`src/rtl/raster_pkg.sv`:
```
// Shared rasterizer types: scan sequencer states, framebuffer coordinate widths
// and the signed bounding-box record used by the bbox generator and scan controller.
package raster_pkg;

   typedef enum logic [1:0] {
      IDLE  = 2'd0,
      CLAMP = 2'd1,
      SCAN  = 2'd2,
      FIN   = 2'd3
   } scan_state_e;

   function automatic int hcw(input int hres);
      return $clog2(hres);
   endfunction

   function automatic int vcw(input int vres);
      return $clog2(vres);
   endfunction

   localparam int FB_HRES_DEF = 320;
   localparam int FB_VRES_DEF = 180;
   localparam int HCW         = hcw(FB_HRES_DEF);
   localparam int VCW         = vcw(FB_VRES_DEF);
   localparam int BBOX_CW     = 12;

   typedef struct packed {
      logic signed [BBOX_CW-1:0] xmin;
      logic signed [BBOX_CW-1:0] xmax;
      logic signed [BBOX_CW-1:0] ymin;
      logic signed [BBOX_CW-1:0] ymax;
   } bbox_t;

endpackage

```
`src/rtl/bbox_scan_ctrl_if.sv`:
```
// Bbox-in / pixel-out bus of the scan controller; master is the rasterizer side,
// slave is the controller.
interface bbox_scan_ctrl_if #(
   parameter int FB_HRES = 320,
   parameter int FB_VRES = 180,
   parameter int CW      = 12
);
   localparam int HW = raster_pkg::hcw(FB_HRES);
   localparam int VW = raster_pkg::vcw(FB_VRES);

   logic                 valid_in;
   logic                 ready_out;
   logic signed [CW-1:0] xmin;
   logic signed [CW-1:0] xmax;
   logic signed [CW-1:0] ymin;
   logic signed [CW-1:0] ymax;
   logic                 flush_in;
   logic                 ready_in;
   logic                 valid_out;
   logic [HW-1:0]        hcount;
   logic [VW-1:0]        vcount;
   logic                 last_out;
   logic                 done_out;

   modport master (
      output valid_in, xmin, xmax, ymin, ymax, flush_in, ready_in,
      input  ready_out, valid_out, hcount, vcount, last_out, done_out
   );

   modport slave (
      input  valid_in, xmin, xmax, ymin, ymax, flush_in, ready_in,
      output ready_out, valid_out, hcount, vcount, last_out, done_out
   );

endinterface

```
`src/rtl/bbox_clamp.sv`:
```
// Combinational clamp of a signed bbox to the framebuffer, with empty detection
// covering off-screen and inverted boxes.
module bbox_clamp #(
   parameter int FB_HRES = 320,
   parameter int FB_VRES = 180,
   parameter int CW      = 12,
   parameter int HW      = 9,
   parameter int VW      = 8
) (
   input  logic signed [CW-1:0] xmin,
   input  logic signed [CW-1:0] xmax,
   input  logic signed [CW-1:0] ymin,
   input  logic signed [CW-1:0] ymax,
   output logic [HW-1:0]        cxmin,
   output logic [HW-1:0]        cxmax,
   output logic [VW-1:0]        cymin,
   output logic [VW-1:0]        cymax,
   output logic                 empty
);
   localparam logic signed [CW-1:0] HMAX = CW'(FB_HRES - 1);
   localparam logic signed [CW-1:0] VMAX = CW'(FB_VRES - 1);

   logic signed [CW-1:0] x_lo, x_hi, y_lo, y_hi;

   // Empty is decided on the full signed values, before truncation to pixel width.
   always_comb begin
      x_lo  = xmin[CW-1] ? '0 : xmin;
      x_hi  = (xmax > HMAX) ? HMAX : xmax;
      y_lo  = ymin[CW-1] ? '0 : ymin;
      y_hi  = (ymax > VMAX) ? VMAX : ymax;
      empty = (x_lo > x_hi) || (y_lo > y_hi);
      cxmin = HW'(x_lo);
      cxmax = HW'(x_hi);
      cymin = VW'(y_lo);
      cymax = VW'(y_hi);
   end

endmodule

```
`src/rtl/bbox_scan_ctrl.sv`:
```
// Rasterize-phase sequencer: accepts a bbox, clamps it to the framebuffer and walks
// every covered pixel in raster order under valid/ready backpressure.
module bbox_scan_ctrl
   import raster_pkg::*;
#(
   parameter int FB_HRES = 320,
   parameter int FB_VRES = 180,
   parameter int CW      = 12
) (
   input logic             clk_in,
   input logic             rst_in,
   bbox_scan_ctrl_if.slave bus
);
   localparam int HW = hcw(FB_HRES);
   localparam int VW = vcw(FB_VRES);

   scan_state_e          state_q, state_d;
   logic signed [CW-1:0] xmin_q, xmin_d, xmax_q, xmax_d;
   logic signed [CW-1:0] ymin_q, ymin_d, ymax_q, ymax_d;
   logic [HW-1:0]        cxmin_q, cxmin_d, cxmax_q, cxmax_d, hcount_q, hcount_d;
   logic [VW-1:0]        cymax_q, cymax_d, vcount_q, vcount_d;

   logic [HW-1:0] cl_xmin, cl_xmax;
   logic [VW-1:0] cl_ymin, cl_ymax;
   logic          cl_empty;
   logic          at_last;

   bbox_clamp #(
      .FB_HRES(FB_HRES), .FB_VRES(FB_VRES), .CW(CW), .HW(HW), .VW(VW)
   ) u_clamp (
      .xmin (xmin_q),
      .xmax (xmax_q),
      .ymin (ymin_q),
      .ymax (ymax_q),
      .cxmin(cl_xmin),
      .cxmax(cl_xmax),
      .cymin(cl_ymin),
      .cymax(cl_ymax),
      .empty(cl_empty)
   );

   assign at_last = (hcount_q == cxmax_q) && (vcount_q == cymax_q);

   always_comb begin
      state_d  = state_q;
      xmin_d   = xmin_q;
      xmax_d   = xmax_q;
      ymin_d   = ymin_q;
      ymax_d   = ymax_q;
      cxmin_d  = cxmin_q;
      cxmax_d  = cxmax_q;
      cymax_d  = cymax_q;
      hcount_d = hcount_q;
      vcount_d = vcount_q;
      unique case (state_q)
         IDLE: begin
            if (bus.valid_in) begin
               xmin_d  = bus.xmin;
               xmax_d  = bus.xmax;
               ymin_d  = bus.ymin;
               ymax_d  = bus.ymax;
               state_d = CLAMP;
            end
         end
         CLAMP: begin
            if (bus.flush_in || cl_empty) begin
               state_d = FIN;
            end else begin
               cxmin_d  = cl_xmin;
               cxmax_d  = cl_xmax;
               cymax_d  = cl_ymax;
               hcount_d = cl_xmin;
               vcount_d = cl_ymin;
               state_d  = SCAN;
            end
         end
         SCAN: begin
            // Flush wins over a pixel handoff in the same cycle.
            if (bus.flush_in) begin
               state_d = FIN;
            end else if (bus.ready_in) begin
               if (at_last) begin
                  state_d = FIN;
               end else if (hcount_q != cxmax_q) begin
                  hcount_d = hcount_q + 1'b1;
               end else begin
                  hcount_d = cxmin_q;
                  vcount_d = vcount_q + 1'b1;
               end
            end
         end
         FIN: state_d = IDLE;
         default: state_d = IDLE;
      endcase
   end

   always_ff @(posedge clk_in or posedge rst_in) begin
      if (rst_in) begin
         state_q  <= IDLE;
         xmin_q   <= '0;
         xmax_q   <= '0;
         ymin_q   <= '0;
         ymax_q   <= '0;
         cxmin_q  <= '0;
         cxmax_q  <= '0;
         cymax_q  <= '0;
         hcount_q <= '0;
         vcount_q <= '0;
      end else begin
         state_q  <= state_d;
         xmin_q   <= xmin_d;
         xmax_q   <= xmax_d;
         ymin_q   <= ymin_d;
         ymax_q   <= ymax_d;
         cxmin_q  <= cxmin_d;
         cxmax_q  <= cxmax_d;
         cymax_q  <= cymax_d;
         hcount_q <= hcount_d;
         vcount_q <= vcount_d;
      end
   end

   assign bus.ready_out = (state_q == IDLE);
   assign bus.valid_out = (state_q == SCAN);
   assign bus.last_out  = (state_q == SCAN) && at_last;
   assign bus.done_out  = (state_q == FIN);
   assign bus.hcount    = hcount_q;
   assign bus.vcount    = vcount_q;

endmodule

```
`src/flat_wrapper.sv`:
```
// flat-port wrapper written by rule: the top's interface ports become plain ports
module bbox_scan_ctrl_flat import raster_pkg::*;
#(
   parameter int FB_HRES = 320,
   parameter int FB_VRES = 180,
   parameter int CW      = 12
)
  (clk_in, rst_in, bus_valid_in, bus_xmin, bus_xmax, bus_ymin, bus_ymax, bus_flush_in, bus_ready_in, bus_ready_out, bus_valid_out, bus_hcount, bus_vcount, bus_last_out, bus_done_out);
  bbox_scan_ctrl_if #(.FB_HRES(FB_HRES), .FB_VRES(FB_VRES), .CW(CW)) bus_i ();
  input logic clk_in;
  input logic rst_in;
  input wire logic [$bits(bus_i.valid_in)-1:0] bus_valid_in;
  input wire logic [$bits(bus_i.xmin)-1:0] bus_xmin;
  input wire logic [$bits(bus_i.xmax)-1:0] bus_xmax;
  input wire logic [$bits(bus_i.ymin)-1:0] bus_ymin;
  input wire logic [$bits(bus_i.ymax)-1:0] bus_ymax;
  input wire logic [$bits(bus_i.flush_in)-1:0] bus_flush_in;
  input wire logic [$bits(bus_i.ready_in)-1:0] bus_ready_in;
  output wire logic [$bits(bus_i.ready_out)-1:0] bus_ready_out;
  output wire logic [$bits(bus_i.valid_out)-1:0] bus_valid_out;
  output wire logic [$bits(bus_i.hcount)-1:0] bus_hcount;
  output wire logic [$bits(bus_i.vcount)-1:0] bus_vcount;
  output wire logic [$bits(bus_i.last_out)-1:0] bus_last_out;
  output wire logic [$bits(bus_i.done_out)-1:0] bus_done_out;
  assign bus_i.valid_in = bus_valid_in;
  assign bus_i.xmin = bus_xmin;
  assign bus_i.xmax = bus_xmax;
  assign bus_i.ymin = bus_ymin;
  assign bus_i.ymax = bus_ymax;
  assign bus_i.flush_in = bus_flush_in;
  assign bus_i.ready_in = bus_ready_in;
  assign bus_ready_out = bus_i.ready_out;
  assign bus_valid_out = bus_i.valid_out;
  assign bus_hcount = bus_i.hcount;
  assign bus_vcount = bus_i.vcount;
  assign bus_last_out = bus_i.last_out;
  assign bus_done_out = bus_i.done_out;
  bbox_scan_ctrl #(.FB_HRES(FB_HRES), .FB_VRES(FB_VRES), .CW(CW)) u_core (.clk_in(clk_in), .rst_in(rst_in), .bus(bus_i));
endmodule
```
`config.mk`:
```
export PLATFORM = sky130hd
export DESIGN_NAME = bbox_scan_ctrl_flat
export DESIGN_NICKNAME = d
export VERILOG_FILES = /design/src/rtl/raster_pkg.sv /design/src/rtl/bbox_scan_ctrl_if.sv /design/src/rtl/bbox_clamp.sv /design/src/rtl/bbox_scan_ctrl.sv /design/src/flat_wrapper.sv
export SDC_FILE = /design/constraint.sdc
export NUM_CORES = 1
export LEC_CHECK = 0
export CAP_MARGIN = 40
export CORE_MARGIN = 2
export CORE_UTILIZATION = 57
export CTS_BUF_LIST = sky130_fd_sc_hd__clkbuf_8
export DETAILED_ROUTE_END_ITERATION = 6
export MAX_ROUTING_LAYER = met4
export PLACE_DENSITY = 0.89
export SLEW_MARGIN = 40
export SYNTH_ARGS = -nofsm -noshare
export SYNTH_HDL_FRONTEND = slang
export SYNTH_HIERARCHICAL = 1
export SYNTH_SLANG_ARGS = --single-unit
```
`constraint.sdc`:
```
create_clock -name clk_in -period 3.8 [get_ports clk_in]
set_input_delay 0.95 -clock clk_in [delete_from_list [all_inputs] [get_ports clk_in]]
set_output_delay 0.95 -clock clk_in [all_outputs]
set_load 0.02 [all_outputs]
```
==> flow_summary.yaml <==
status:
  status: "complete, no violations"
routing:
  wirelength_um: 12100
  wl_per_cell_um: 18.51
  drt_iter0_markers: 215
  vias_per_cell: 6.119
  dr.pass1.iters: 6
  num_vias: 4002
  drc: 0
  antenna_left: 0
logic_synthesis:
  ys_async_sr_fraction_pct: 100.0
  synthTopCellsByArea: "dfrtp_1, mux2_2, ha_1, xor2_1, nor2b_1"
  avgSynthCellArea_sq_um: 11.16
  yosys.area.top_type_share_pct: 44.95
  synth_ff_type: "dfrtp_1"
  syn-num-nets: 545
  yosysWarnings: 6
  ys_types: 57
  ys_seq_elements: 93
  ys_seq_area_share_pct: 44.95
  mappedNetlistArea_sq_um: 5177
  synthCells: 464
  synth_edf_count: 0
  synth_top_area_cell: "dfrtp_1"
sta:
  tightest_slew_ps: 606.4
  tns_ps: 0
  fin_skew_ps: 11.21
  fmax_ghz: 0.2760
  setup_viol: 0
  whs_ps: 502.9
  layout_min_cycle_time_ps: 3624
  drv_slew: 0
  slew_headroom_pct: 59.43
  fin_crit_sh_pct: 95.36
  hold_viol: 0
global_route:
  gr-usage-all-layers_pct: 25.68
  grt_max_degree: 43
  grt_pass1_vias: 3957
  grt_antenna_before_repair: 0
  grt_pass1_wl_um: 19450
  grt_overflow_total: 0
cts:
  htreeDepth: 3
  clockRootBuffer: "clkbuf_8"
  cts_tree: "yes"
  clk_pin_slew_worst_paths_ps: 90
  cts_buffer_depth: 2
  cts-buffers-inserted: 9
  clock-sinks: 93
  clock_latency_ps: 360
  ctsHoldBuffers: 0
layout:
  nFillCells: 606
  drive_above_1_share_pct: 22.16
  postLayoutCoreUtil_pct: 71.66
  fin_nets: 622
  syn2layout_area_growth_pct: 21.29
  fin_area_sq_um: 6280
  antenna_cells: 0
worst_setup_path:
  cp_max_fo: 8
  required_ps: 4050
  end_kind: "flip-flop"
  crit_start: "u_core/xmax_q[7]"
  reg2reg_from: "u_core/xmax_q[7]"
  cp.arrival_ps: 3870
  worstRegToRegCells: 15
  r2r_setup_slack_ps: 180
  cp-start-kind: "flip-flop"
  crit_end: "u_core/bus.hcount[1]"
  r2r-end: "u_core/bus.hcount[1]"
  worst-setup-path-type: "reg2reg"
die:
  initial_core_util_pct: 59.08
  die_w_um: 99.31
  core_sq_um: 8763
  die_h_um: 99.31
  dieArea_sq_um: 9861
  placementRows: 34
  io_pins: 74
run:
  cap_violations: 0
pwr:
  internal_power_uw: 3246
  p_leak_uw: 0.002829
  p_sw_uw: 2312
  power_uw: 5558
  p_clk_share_pct: 11.7
  p_comb_share_pct: 52.9
  power_density_nw_per_um2: 885.1
  ir_drop_mv: 0.4117
  switching_share_pct: 41.60
  seqPwrFrac_pct: 35.3
placed_design:
  hpwlAfterDp_um: 8788
  gp_congestion: 0.8555
  post_dp_cell_area_sq_um: 6042
  numPortBuffers: 73
hold_path:
  hp-class: "reg2reg"
[cells by family (layout without fill, tap and decap cells)]
family                     after synthesis  after routing  synth area share, %
AOI/OAI and AO/OA                       59             59                8.265
muxes                                   86             86                18.68
buffers and inverters                   42            124                3.262
xor gates and xnor gates                24             24                4.060
and+or+nand+nor                        132            132                14.02
DFF                                     93             93                44.95
adders and majority gates               28             28                6.767
[critical path, stage by stage (launching register included)]
cell     delay (ps)
dfrtp_1         380
o21ai_0         130
a21oi_2         310
or2_2           190
inv_1            40
ha_1            310
and4_1          230
nand4_1         110
o22a_1          180
o32ai_2         250
o31ai_2         170
o21a_1          210
a21oi_1         140
nand2_1         100
nor2_2          370
mux2_2          390
[final cells by class]
class,count,area [sq um],share of cell area [%]
Clock buffer,10,137.6,2.192
Timing Repair Buffer,86,840.8,13.39
Inverter,22,83.83,1.335
Tap cell,108,135.1,2.152
Multi-Input combinational cell,329,2699,42.98
Sequential cell,93,2327,37.06
Clock inverter,6,56.30,0.8966
[Yosys cell counts (4+ instances only)]
library cell	count
a21oi_1	12
and2_1	5
and3_1	7
clkbuf_1	15
dfrtp_1	93
ha_1	28
inv_1	22
mux2_1	5
mux2_2	76
mux2i_1	4
nand2_1	24
nand2b_1	9
nand3_1	14
nand4_1	5
nor2_1	20
nor2b_1	22
nor3_1	9
o211ai_1	4
o21ai_0	8
xor2_1	21
[metrics by stage]
step	setup slack, ps	instances
finish	176.4	654
global route	-1.685	654
CTS	58.53	651
detailed placement	65.05	635
global placement	256.6	635
floorplan	429.7	464
[registers in the layout (all words and copies together), names as in the netlist, 8 cells and up]
name               count
u_core/ymax_q         12
u_core/bus.hcount      9
u_core/ymin_q         12
u_core/xmin_q         12
u_core/cxmin_q         9
u_core/bus.vcount      8
u_core/cymax_q         8
u_core/xmax_q         12
u_core/cxmax_q         9
[power groups by stage]
stage	clock network (uW)	registers, uW	logic, uW
CTS	663	1950	2850
detailed placement	0	1960	2820
finish	651	1960	2940
floorplan	0	1880	2000
global placement	0	1930	2640
global route	707	2020	3170
[worst min path at each step]
| stage | startpoint | end | depth (start not counted) |
|---|---|---|---|
| after CTS | u_core/xmin_q[1] | u_core/xmin_q[1] | 1 |
| after global placement | u_core/xmin_q[8] | u_core/xmin_q[8] | 1 |
| final | u_core/xmin_q[1] | u_core/xmin_q[1] | 1 |
| after detailed placement | u_core/xmin_q[1] | u_core/xmin_q[1] | 1 |
| after floorplan | u_core/xmin_q[10] | u_core/xmin_q[10] | 1 |
| after global routing | u_core/xmin_q[1] | u_core/xmin_q[1] | 1 |
[repair_timing]
action,in CTS,in global routing
setup buffers,0,2
endpoints found under the setup margin,0,16
gates resized for setup,0,2
[metal layers]
| metal | part of all wire [%] | track usage, % |
|---|---|---|
| met5 | 0 | - |
| met4 | 2.8 | 10.85 |
| met3 | 6.2 | 3.584 |
| met2 | 49 | 39.76 |
| met1 | 42 | 34.25 |
[placed cells by master, fill, tap and decap left out, drive strengths merged, types with 3 or more instances in the layout]
| master | count |
|---|---|
| clkbuf | 10 |
| nor3 | 11 |
| xnor2 | 3 |
| inv | 24 |
| a31oi | 3 |
| a21oi | 13 |
| and4 | 3 |
| mux2i | 4 |
| or2 | 3 |
| nor4 | 4 |
| mux2 | 82 |
| a21o | 3 |
| dfrtp | 93 |
| and3 | 7 |
| o21a | 3 |
| ha | 28 |
| buf | 13 |
| and2 | 5 |
| nor2b | 22 |
| o211ai | 4 |
| nand4 | 5 |
| o311ai | 3 |
| clkdlybuf4s50 | 73 |
| nand2b | 9 |
| o21ai | 9 |
| nor2 | 22 |
| a311o | 4 |
| nand3 | 14 |
| xor2 | 21 |
| nand2 | 24 |
No activity file was read; power rests on OpenSTA's default activity.
